**src/rtl/uart_rx_ctrl.sv**
```systemverilog
// uart_rx_ctrl: 16x-oversampled UART receiver with mid-bit sampling, receive FIFO and sticky error flags.
// Define UART_RX_PARITY_EN to add a parity bit (8 data + parity + 1 stop); otherwise the frame is 8N1.
module uart_rx_ctrl #(
    parameter int FIFO_DEPTH = 4,
    parameter int DIV_W      = 16
) (
    input  logic                          clk,
    input  logic                          reset,
    input  logic                          enable,
    input  logic [DIV_W-1:0]              baud_div,
    input  logic                          parity_odd,
    input  logic                          rx,
    output logic [7:0]                    m_data,
    output logic                          m_valid,
    input  logic                          m_ready,
    output logic [$clog2(FIFO_DEPTH):0]   fifo_count,
    output logic                          busy,
    output logic                          frame_err,
    output logic                          overrun,
    output logic                          parity_err,
    input  logic                          err_clr
);

    localparam int AW = $clog2(FIFO_DEPTH);
    localparam logic [AW:0] DEPTH_CNT = (AW+1)'(FIFO_DEPTH);
    localparam logic [AW:0] ONE_CNT   = (AW+1)'(1);

    localparam logic [2:0] S_IDLE       = 3'd0;
    localparam logic [2:0] S_START      = 3'd1;
    localparam logic [2:0] S_DATA       = 3'd2;
`ifdef UART_RX_PARITY_EN
    localparam logic [2:0] S_PARITY     = 3'd3;
`endif
    localparam logic [2:0] S_STOP       = 3'd4;
    localparam logic [2:0] S_BREAK_WAIT = 3'd5;

    logic             rx_meta_q, rx_s_q, rx_prev_q;
    logic [DIV_W-1:0] div_cnt_q, div_cnt_d;
    logic [3:0]       os_cnt_q, os_cnt_d;
    logic [2:0]       state_q, state_d;
    logic [2:0]       bit_idx_q, bit_idx_d;
    logic [7:0]       shift_q, shift_d;
    logic             frame_err_q, frame_err_d;
    logic             overrun_q, overrun_d;
    logic [AW-1:0]    wr_ptr_q, wr_ptr_d, rd_ptr_q, rd_ptr_d;
    logic [AW:0]      count_q, count_d;
    logic [7:0]       mem [FIFO_DEPTH];

    logic tick, start_edge, push, frame_set, pop, push_ok, full;

`ifdef UART_RX_PARITY_EN
    logic parity_err_q, parity_err_d, par_bad_q, par_bad_d, par_set;
`else
    logic unused_parity_odd;
    assign unused_parity_odd = parity_odd;
`endif

    assign tick       = (div_cnt_q >= baud_div);
    assign start_edge = (state_q == S_IDLE) && enable && rx_prev_q && !rx_s_q;

    always_comb begin
        // NOTE: every combinational output gets a default first so no path leaves it unassigned (no latches).
        state_d   = state_q;
        os_cnt_d  = os_cnt_q;
        bit_idx_d = bit_idx_q;
        shift_d   = shift_q;
        push      = 1'b0;
        frame_set = 1'b0;
`ifdef UART_RX_PARITY_EN
        par_bad_d = par_bad_q;
        par_set   = 1'b0;
`endif
        div_cnt_d = (start_edge || tick) ? '0 : div_cnt_q + DIV_W'(1);

        if (!enable) begin
            state_d = S_IDLE;
        end else begin
            case (state_q)
                S_IDLE: begin
                    if (start_edge) begin
                        state_d  = S_START;
                        os_cnt_d = '0;
                    end
                end
                S_START: begin
                    if (tick) begin
                        if (os_cnt_q == 4'd7) begin
                            os_cnt_d  = '0;
                            bit_idx_d = '0;
`ifdef UART_RX_PARITY_EN
                            par_bad_d = 1'b0;
`endif
                            state_d   = rx_s_q ? S_IDLE : S_DATA;
                        end else begin
                            os_cnt_d = os_cnt_q + 4'd1;
                        end
                    end
                end
                S_DATA: begin
                    if (tick) begin
                        os_cnt_d = os_cnt_q + 4'd1;
                        if (os_cnt_q == 4'd15) begin
                            shift_d   = {rx_s_q, shift_q[7:1]};
                            bit_idx_d = bit_idx_q + 3'd1;
                            if (bit_idx_q == 3'd7) begin
`ifdef UART_RX_PARITY_EN
                                state_d = S_PARITY;
`else
                                state_d = S_STOP;
`endif
                            end
                        end
                    end
                end
`ifdef UART_RX_PARITY_EN
                S_PARITY: begin
                    if (tick) begin
                        os_cnt_d = os_cnt_q + 4'd1;
                        if (os_cnt_q == 4'd15) begin
                            par_bad_d = ((^shift_q) ^ rx_s_q) != parity_odd;
                            par_set   = par_bad_d;
                            state_d   = S_STOP;
                        end
                    end
                end
`endif
                S_STOP: begin
                    if (tick) begin
                        os_cnt_d = os_cnt_q + 4'd1;
                        if (os_cnt_q == 4'd15) begin
                            if (rx_s_q) begin
`ifdef UART_RX_PARITY_EN
                                push = !par_bad_q;
`else
                                push = 1'b1;
`endif
                                state_d = S_IDLE;
                            end else begin
                                frame_set = 1'b1;
                                state_d   = S_BREAK_WAIT;
                            end
                        end
                    end
                end
                // A line held low after a bad stop bit must go high before a new start can be seen.
                S_BREAK_WAIT: if (rx_s_q) state_d = S_IDLE;
                default:      state_d = S_IDLE;
            endcase
        end
    end

    // FIFO bookkeeping: a pop in the same cycle frees the entry a full-FIFO push needs.
    always_comb begin
        pop      = (count_q != '0) && m_ready;
        full     = (count_q == DEPTH_CNT);
        push_ok  = push && (!full || pop);
        wr_ptr_d = push_ok ? wr_ptr_q + AW'(1) : wr_ptr_q;
        rd_ptr_d = pop ? rd_ptr_q + AW'(1) : rd_ptr_q;
        count_d  = count_q;
        if (push_ok && !pop)      count_d = count_q + ONE_CNT;
        else if (!push_ok && pop) count_d = count_q - ONE_CNT;
        overrun_d   = (push && full && !pop) ? 1'b1 : (err_clr ? 1'b0 : overrun_q);
        frame_err_d = frame_set ? 1'b1 : (err_clr ? 1'b0 : frame_err_q);
`ifdef UART_RX_PARITY_EN
        parity_err_d = par_set ? 1'b1 : (err_clr ? 1'b0 : parity_err_q);
`endif
    end

    // NOTE: sequential state uses non-blocking assignments so all flops update from pre-edge values.
    always_ff @(posedge clk or negedge reset) begin
        if (!reset) begin
            rx_meta_q   <= 1'b1;
            rx_s_q      <= 1'b1;
            rx_prev_q   <= 1'b1;
            state_q     <= S_IDLE;
            div_cnt_q   <= '0;
            os_cnt_q    <= '0;
            bit_idx_q   <= '0;
            shift_q     <= '0;
            frame_err_q <= 1'b0;
            overrun_q   <= 1'b0;
            wr_ptr_q    <= '0;
            rd_ptr_q    <= '0;
            count_q     <= '0;
`ifdef UART_RX_PARITY_EN
            parity_err_q <= 1'b0;
            par_bad_q    <= 1'b0;
`endif
        end else begin
            rx_meta_q   <= rx;
            rx_s_q      <= rx_meta_q;
            rx_prev_q   <= rx_s_q;
            state_q     <= state_d;
            div_cnt_q   <= div_cnt_d;
            os_cnt_q    <= os_cnt_d;
            bit_idx_q   <= bit_idx_d;
            shift_q     <= shift_d;
            frame_err_q <= frame_err_d;
            overrun_q   <= overrun_d;
            wr_ptr_q    <= wr_ptr_d;
            rd_ptr_q    <= rd_ptr_d;
            count_q     <= count_d;
`ifdef UART_RX_PARITY_EN
            parity_err_q <= parity_err_d;
            par_bad_q    <= par_bad_d;
`endif
        end
    end

    // NOTE: storage is not reset; emptiness is tracked by count_q and m_data is gated while empty.
    always_ff @(posedge clk) begin
        if (push_ok) mem[wr_ptr_q] <= shift_q;
    end

    assign m_valid    = (count_q != '0);
    assign m_data     = m_valid ? mem[rd_ptr_q] : 8'h00;
    assign fifo_count = count_q;
    assign busy       = (state_q != S_IDLE);
    assign frame_err  = frame_err_q;
    assign overrun    = overrun_q;
`ifdef UART_RX_PARITY_EN
    assign parity_err = parity_err_q;
`else
    assign parity_err = 1'b0;
`endif

endmodule

```
**config.mk**
```make
export PLATFORM = sky130hd
export DESIGN_NAME = uart_rx_ctrl
export DESIGN_NICKNAME = d
export VERILOG_FILES = /design/src/rtl/uart_rx_ctrl.sv
export SDC_FILE = /design/constraint.sdc
export NUM_CORES = 1
export LEC_CHECK = 0
export CORE_MARGIN = 3
export CORE_UTILIZATION = 50
export CTS_CLUSTER_SIZE = 28
export DETAILED_ROUTE_END_ITERATION = 8
export GPL_TIMING_DRIVEN = 0
export PLACE_DENSITY = 0.71
export SLEW_MARGIN = 10
export SYNTH_ARGS = -nofsm -noshare
export SYNTH_HDL_FRONTEND = slang
export SYNTH_SLANG_ARGS = --single-unit
```
**constraint.sdc**
```tcl
create_clock -name clk -period 3.7 [get_ports clk]
set_input_delay 0.74 -clock clk [delete_from_list [all_inputs] [get_ports clk]]
set_output_delay 0.74 -clock clk [all_outputs]
set_load 0.03 [all_outputs]
```
==> results of run 1 <==
==> state kept, by name, summed over array words and instances (netlist names), 2 cells and up <==
register	cells
mem	32
bit_idx_q	3
os_cnt_q	4
div_cnt_q	16
shift_q	8
rd_ptr_q	2
wr_ptr_q	2
fifo_count	3
state_q	3
==> worst paths after layout <==
kind                                       to  slack [ns]  cells past startpoint
worst max-delay path            fifo_count[2]        0.19                     15
min in group clk                       rx_s_q        0.36                      0
worst max register to register  fifo_count[2]        0.64                     13
worst min-delay path             bit_idx_q[2]        0.30                      1
worst min register to register         rx_s_q        0.36                      0
max in group asynchronous           rx_prev_q        2.84                      2
==> layout make-up <==
cell class | instances | share of cell area
clock buffer | 9 | 0.02651
sequential | 78 | 0.4529
clock inverter | 7 | 0.01205
buffer | 10 | 0.009641
timing repair buffer | 38 | 0.08195
inverter | 26 | 0.02089
tap | 99 | 0.02651
multi-input combinational | 218 | 0.3696
==> placed cells by master, fill, tap and decap left out, types with 2 or more instances in the layout <==
cell type	n
mux2i_1	3
or3_1	2
and3b_1	2
mux2_2	10
clkbuf_1	5
o22ai_1	2
nor4_4	2
nand4_1	3
nand2_1	24
clkbuf_8	9
inv_1	26
a31oi_1	2
edfxtp_1	32
mux4_2	8
and3_1	5
xor2_1	10
and2_1	14
nor2_1	28
o21a_1	2
buf_2	4
nand3_1	12
clkinvlp_4	3
o31ai_1	2
a21oi_1	8
clkdlybuf4s50_1	35
nor2b_1	5
xnor2_1	11
dfrtp_1	43
o21ai_0	10
buf_4	2
nand2b_1	4
nor3_1	4
dfstp_2	3
ha_1	23
==> repair_timing <==
action | CTS | global route
setup endpoints to repair | 2 | 2
resized for setup | 0 | 6
pin swaps | 1 | 1
buffers inserted | 1 | 0
==> logic make-up after synthesis <==
group           share of synthesized area
compound gates                    0.06254
xor+xnor                          0.04667
fa+ha+maj                         0.08444
buf+inv                           0.03619
flops                              0.5368
mux                               0.08571
other cells                     0.0009515
simple gates                       0.1467
==> stage by stage <==
| stage | setup TNS, ns | instances | hold slack, ns | utilization |
|---|---|---|---|---|
| detailed placement | -10.33 | 468 | 0.3491 | 0.5963 |
| floorplan | 0 | 332 | 0.3452 | - |
| finish | 0 | 485 | 0.2968 | 0.6274 |
| global route | 0 | 485 | 0.3066 | 0.6274 |
| global placement | -8.526 | 467 | 0.3455 | 0.5943 |
| CTS | 0 | 485 | 0.2967 | 0.6215 |
==> per-layer routing <==
layer,wire (um),part of all wire
met1,3225,0.48
met5,0,0
met2,3041,0.46
met3,283,0.043
met4,99,0.015
==> power breakdown <==
| part | internal [mW] | switching [mW] |
|---|---|---|
| registers | 0.934 | 0.0443 |
| logic | 0.117 | 0.126 |
| clock network | 0.250 | 0.316 |
==> worst max-delay path, cell delays in order <==
cell	delay (ns)
clkdlybuf4s50_1	0.45
inv_1	0.04
ha_1	0.33
nand4_4	0.15
nor4_4	0.31
o31ai_2	0.13
and3b_1	0.17
buf_2	0.16
nor4_4	0.19
ha_2	0.24
inv_1	0.05
fa_1	0.37
xor2_1	0.17
nor2_1	0.11
xor2_1	0.16
==> run_results.csv, run 1 <==
group,metric,value,unit
floorplan,die_w,94.79,um
timing,clock_skew,0.01552,ns
floorplan,ios,39,
setup_path,cp_data_required_time,3.96,ns
synthesis,synth_edf_count,32,
clocking,clk_latency,0.34,ns
detailed_routing,vias_per_cell,5.278,
placement,pre_cts_ws,-0.6891,ns
timing,rsz0062_at_grt,"no",
job,drv_cap,0,
synthesis,yosysMostFrequentCell,"dfrtp_1",
synthesis,avgSynthCellArea,11.87,sq um
clocking,htreeDepth,3,
floorplan,die_h,94.79,um
placement,routabilityCongestion,0.8559,
hold_path,hp-class,"input port to async pin",
layout,syn2layout_area_growth,18.54,%
pwr,p_leak,2.085,nW
clocking,clk_pin_slew_worst_paths,0.08,ns
clocking,clockBufferDepth,2,
synthesis,syn_inst,332,
setup_path,path_class,"input port to flop",
global_routing,grt_pass1_vias,2385,
synthesis,netlist_area,3941,sq um
floorplan,rows,31,
detailed_routing,drcViolationCount,0,
detailed_routing,vias,2560,
synthesis,seq_area_frac_synth,0.5368,
global_routing,grt-busiest-layer,"met2",
global_routing,antenna_found_initial,0,
synthesis,yosys.cell_types.count,52,
pwr,total_power,1.786,mW
setup_path,reg2reg_from,"div_cnt_q[13]",
detailed_routing,drt-initial-drc-count,111,
synthesis,ys_async_sr_fraction,0.5897,
setup_path,cp-end-kind,"flop",
placement,hpwlAfterDp,4962,um
timing,worstMarginPinSlew,0.7495,ns
timing,hold_viol,0,
layout,finish.instance_area,4672,sq um
detailed_routing,totalWireLength,6650,um
detailed_routing,drt_first_pass_iters,4,
setup_path,startpoint,"baud_div[13]",
timing,maxSlewViolCount,0,
synthesis,ys.flop_type,"dfrtp_1",
timing,max_freq,285.0,MHz
layout,n_fill_cell,623,
layout,seq_area,2116,sq um
synthesis,yosysWarnings,0,
synthesis,yosys.area.top_type,"dfrtp_1",
layout,antenna_cells,0,
synthesis,synthTopCellsByArea,"dfrtp_1 (27%), edfxtp_1 (24%), ha_1 (7.9%), mux4_2 (4.6%), mux2_2 (2.9%)",
setup_path,critPathArrivalTime,3.77,ns
timing,finalSetupViolations,0,
clocking,cts_hold_buf,0,
pwr,p_per_area,382.4,nW/um^2
timing,slew-limit-headroom,0.5003,
setup_path,start_kind,"input port",
layout,nets,430,
synthesis,syn-num-nets,381,
floorplan,core-area,7447,sq um
setup_path,crit_fanout,4,
clocking,clock-sinks,78,
clocking,clock-root-buffer,"clkbuf_8",
global_routing,track_usage,0.1625,
synthesis,ys_top_cells_by_count,"dfrtp_1 (43), edfxtp_1 (32), nor2_1 (28)",
layout,multi_input_area,1727,sq um
placement,portBuffers,36,
clocking,cts_tree,"yes",
global_routing,use_met2,0.2507,
timing,finalCritPeriodShare,0.9485,
timing,worst_slack,0.1907,ns
global_routing,use_met3,0.03347,
detailed_routing,ant_nets,0,
global_routing,grt_pass1_wl,11250,um
clocking,cts_buffers,9,
synthesis,synth_top_area_share,0.2730,
global_routing,met1_usage,0.2285,
global_routing,gr-total-overflow,0,
placement,place_area,4441,sq um
global_routing,grt_max_degree,33,
run_status,outcome,"finished clean",
timing,period_needed,3.509,ns
floorplan,start_util,0.5292,
layout,layout-drive-gt1-share,0.1425,
synthesis,synth_seq_cells,78,
detailed_routing,avgRoutedWirePerCell,13.71,um
pwr,ir_drop,0.2945,mV
floorplan,die_area,8984,sq um
Power figures use the tool's default switching activity.
==> run 2: changes to the inputs <==
- CORE_UTILIZATION: 50 -> 47
- PLACE_DENSITY: 0.71 -> 0.68
==> run_results.csv, run 2 (synthesis gave the netlist of run 1 again) <==
group,metric,value,unit
setup_path,reg2reg_slack,0.61,ns
timing,clock_skew,0.01031,ns
timing,finalSetupViolations,0,
pwr,p_int,1.437,mW
placement,pre_cts_ws,-0.6925,ns
setup_path,rr_worst_depth,13,
floorplan,ios,39,
clocking,clockBufferDepth,2,
floorplan,rows,32,
timing,max_freq,284.3,MHz
setup_path,start_kind,"input port",
setup_path,worstReg2RegEnd,"fifo_count[2]",
timing,worstMarginPinSlew,0.7948,ns
timing,finalCritPeriodShare,0.9508,
detailed_routing,vias,2564,
clocking,clk_pin_slew_worst_paths,0.09,ns
clocking,htreeDepth,3,
detailed_routing,drt_first_pass_iters,5,
clocking,clock-sinks,78,
layout,reg_top3,"mem: 32 flops, div_cnt_q: 16 flops, shift_q: 8 flops",
layout,nets,430,
clocking,cts_tree,"yes",
global_routing,grt_pass1_vias,2536,
setup_path,path_class,"input port to flop",
global_routing,antenna_found_initial,0,
job,drv_cap,0,
placement,portBuffers,36,
floorplan,die_area,9521,sq um
pwr,power_switching,0.5037,mW
timing,maxSlewViolCount,0,
floorplan,die_h,97.58,um
placement,routabilityCongestion,0.8291,
hold_path,hp-class,"input port to async pin",
layout,largest_register_ffs,32,
setup_path,crit_fanout,4,
detailed_routing,drcViolationCount,0,
global_routing,grt_pass1_wl,12010,um
placement,hpwlAfterDp,4996,um
pwr,power_frac_clock,0.373,
detailed_routing,ant_nets,0,
floorplan,die_w,97.58,um
pwr,total_power,1.941,mW
pwr,p_per_area,411.5,nW/um^2
setup_path,critPathArrivalTime,3.80,ns
detailed_routing,vias_per_cell,5.254,
timing,slew-limit-headroom,0.4702,
detailed_routing,drt-initial-drc-count,125,
layout,antenna_cells,0,
layout,n_fill_cell,655,
pwr,combPwrFrac,0.123,
clocking,clk_latency,0.35,ns
timing,period_needed,3.518,ns
timing,worst_slack,0.1822,ns
timing,hold_viol,0,
layout,final_cell_mix,"dfrtp_1 (43), clkdlybuf4s50_1 (35), edfxtp_1 (32), nor2_1 (28), inv_1 (26)",
detailed_routing,avgRoutedWirePerCell,14.19,um
clocking,cts_hold_buf,0,
clocking,clock-root-buffer,"clkbuf_8",
floorplan,core-area,7928,sq um
global_routing,gr-total-overflow,0,
setup_path,endpoint,"fifo_count[2]",
pwr,p_leak,2.116,nW
setup_path,cp_data_required_time,3.99,ns
layout,layout-drive-gt1-share,0.1399,
clocking,cts_buffers,9,
global_routing,track_usage,0.1574,
setup_path,reg2reg_from,"div_cnt_q[13]",
pwr,ir_drop,0.2338,mV
layout,syn2layout_area_growth,19.68,%
pwr,seq_power_share,0.504,
layout,final_common_cell,"dfrtp_1",
layout,fin_util,0.5950,
detailed_routing,totalWireLength,6924,um
layout,top_register,"mem",
setup_path,startpoint,"baud_div[13]",
setup_path,cp-end-kind,"flop",
global_routing,grt_max_degree,31,
run_status,outcome,"finished clean",
pwr,switching_share,0.2596,
floorplan,start_util,0.4972,
-- run 2: critical path, cell delays in order --
cell and delay, ns:
clkdlybuf4s50_1 0.45, inv_1 0.04, ha_1 0.33, nand4_4 0.15, nor4_4 0.31, o31ai_1 0.13
and3b_1 0.18, buf_2 0.16, nor4_4 0.19, ha_2 0.24, inv_1 0.05, fa_1 0.37
xor2_1 0.17, nor2_1 0.13, xor2_1 0.15
-- run 2: stage by stage --
| stage | hold WS [ns] | setup TNS, ns | cells | cell area (sq um) |
|---|---|---|---|---|
| floorplan | 0.3452 | 0 | 332 | 3941 |
| global placement | 0.3470 | -7.883 | 470 | 4429 |
| detailed placement | 0.3484 | -10.36 | 471 | 4444 |
| CTS | 0.3117 | 0 | 488 | 4678 |
| global route | 0.3140 | -0.01204 | 488 | 4717 |
| finish | 0.3076 | 0 | 488 | 4717 |
-- run 2: worst min path at each step --
stage | slack (ns) | end
6_report | 0.31 | frame_err
2_1_floorplan | 0.35 | rx_s_q
3_3_place_gp | 0.35 | rx_s_q
5_1_grt | 0.31 | frame_err
4_1_cts | 0.31 | frame_err
3_5_place_dp | 0.35 | rx_s_q
-- run 2: area by class of cell --
type / instances / area [sq um] / area share
Clock buffer: 9 / 123.9 / 0.02626
Inverter: 26 / 97.59 / 0.02069
Sequential cell: 78 / 2116 / 0.4485
Multi-Input combinational cell: 218 / 1722 / 0.3650
Tap cell: 102 / 127.6 / 0.02706
Buffer: 10 / 45.04 / 0.009549
Clock inverter: 7 / 102.6 / 0.02175
Timing Repair Buffer: 38 / 382.9 / 0.08117
-- run 2: what timing repair did --
item,4_1_cts,5_1_grt
endpoints found under the setup margin,2,1
setup buffers,1,0
gates resized for setup,0,5
pin swaps,1,1
-- run 2: power by group through the flow --
stage          combinational, mW  sequential (mW)  clock [mW]
2_1_floorplan              0.166            0.984           0
3_3_place_gp               0.227            0.996           0
3_5_place_dp               0.236            0.995           0
4_1_cts                    0.237            0.978       0.737
5_1_grt                    0.279            0.986       0.788
6_report                   0.238            0.978       0.724
-- run 2: metal layers --
layer | part of all wire | wire [um] | global-route usage
met1 | 0.46 | 3210 | 0.2088
met2 | 0.48 | 3338 | 0.2562
met3 | 0.042 | 294 | 0.03589
met4 | 0.012 | 80 | 0.05112
met5 | 0 | 0 | 0
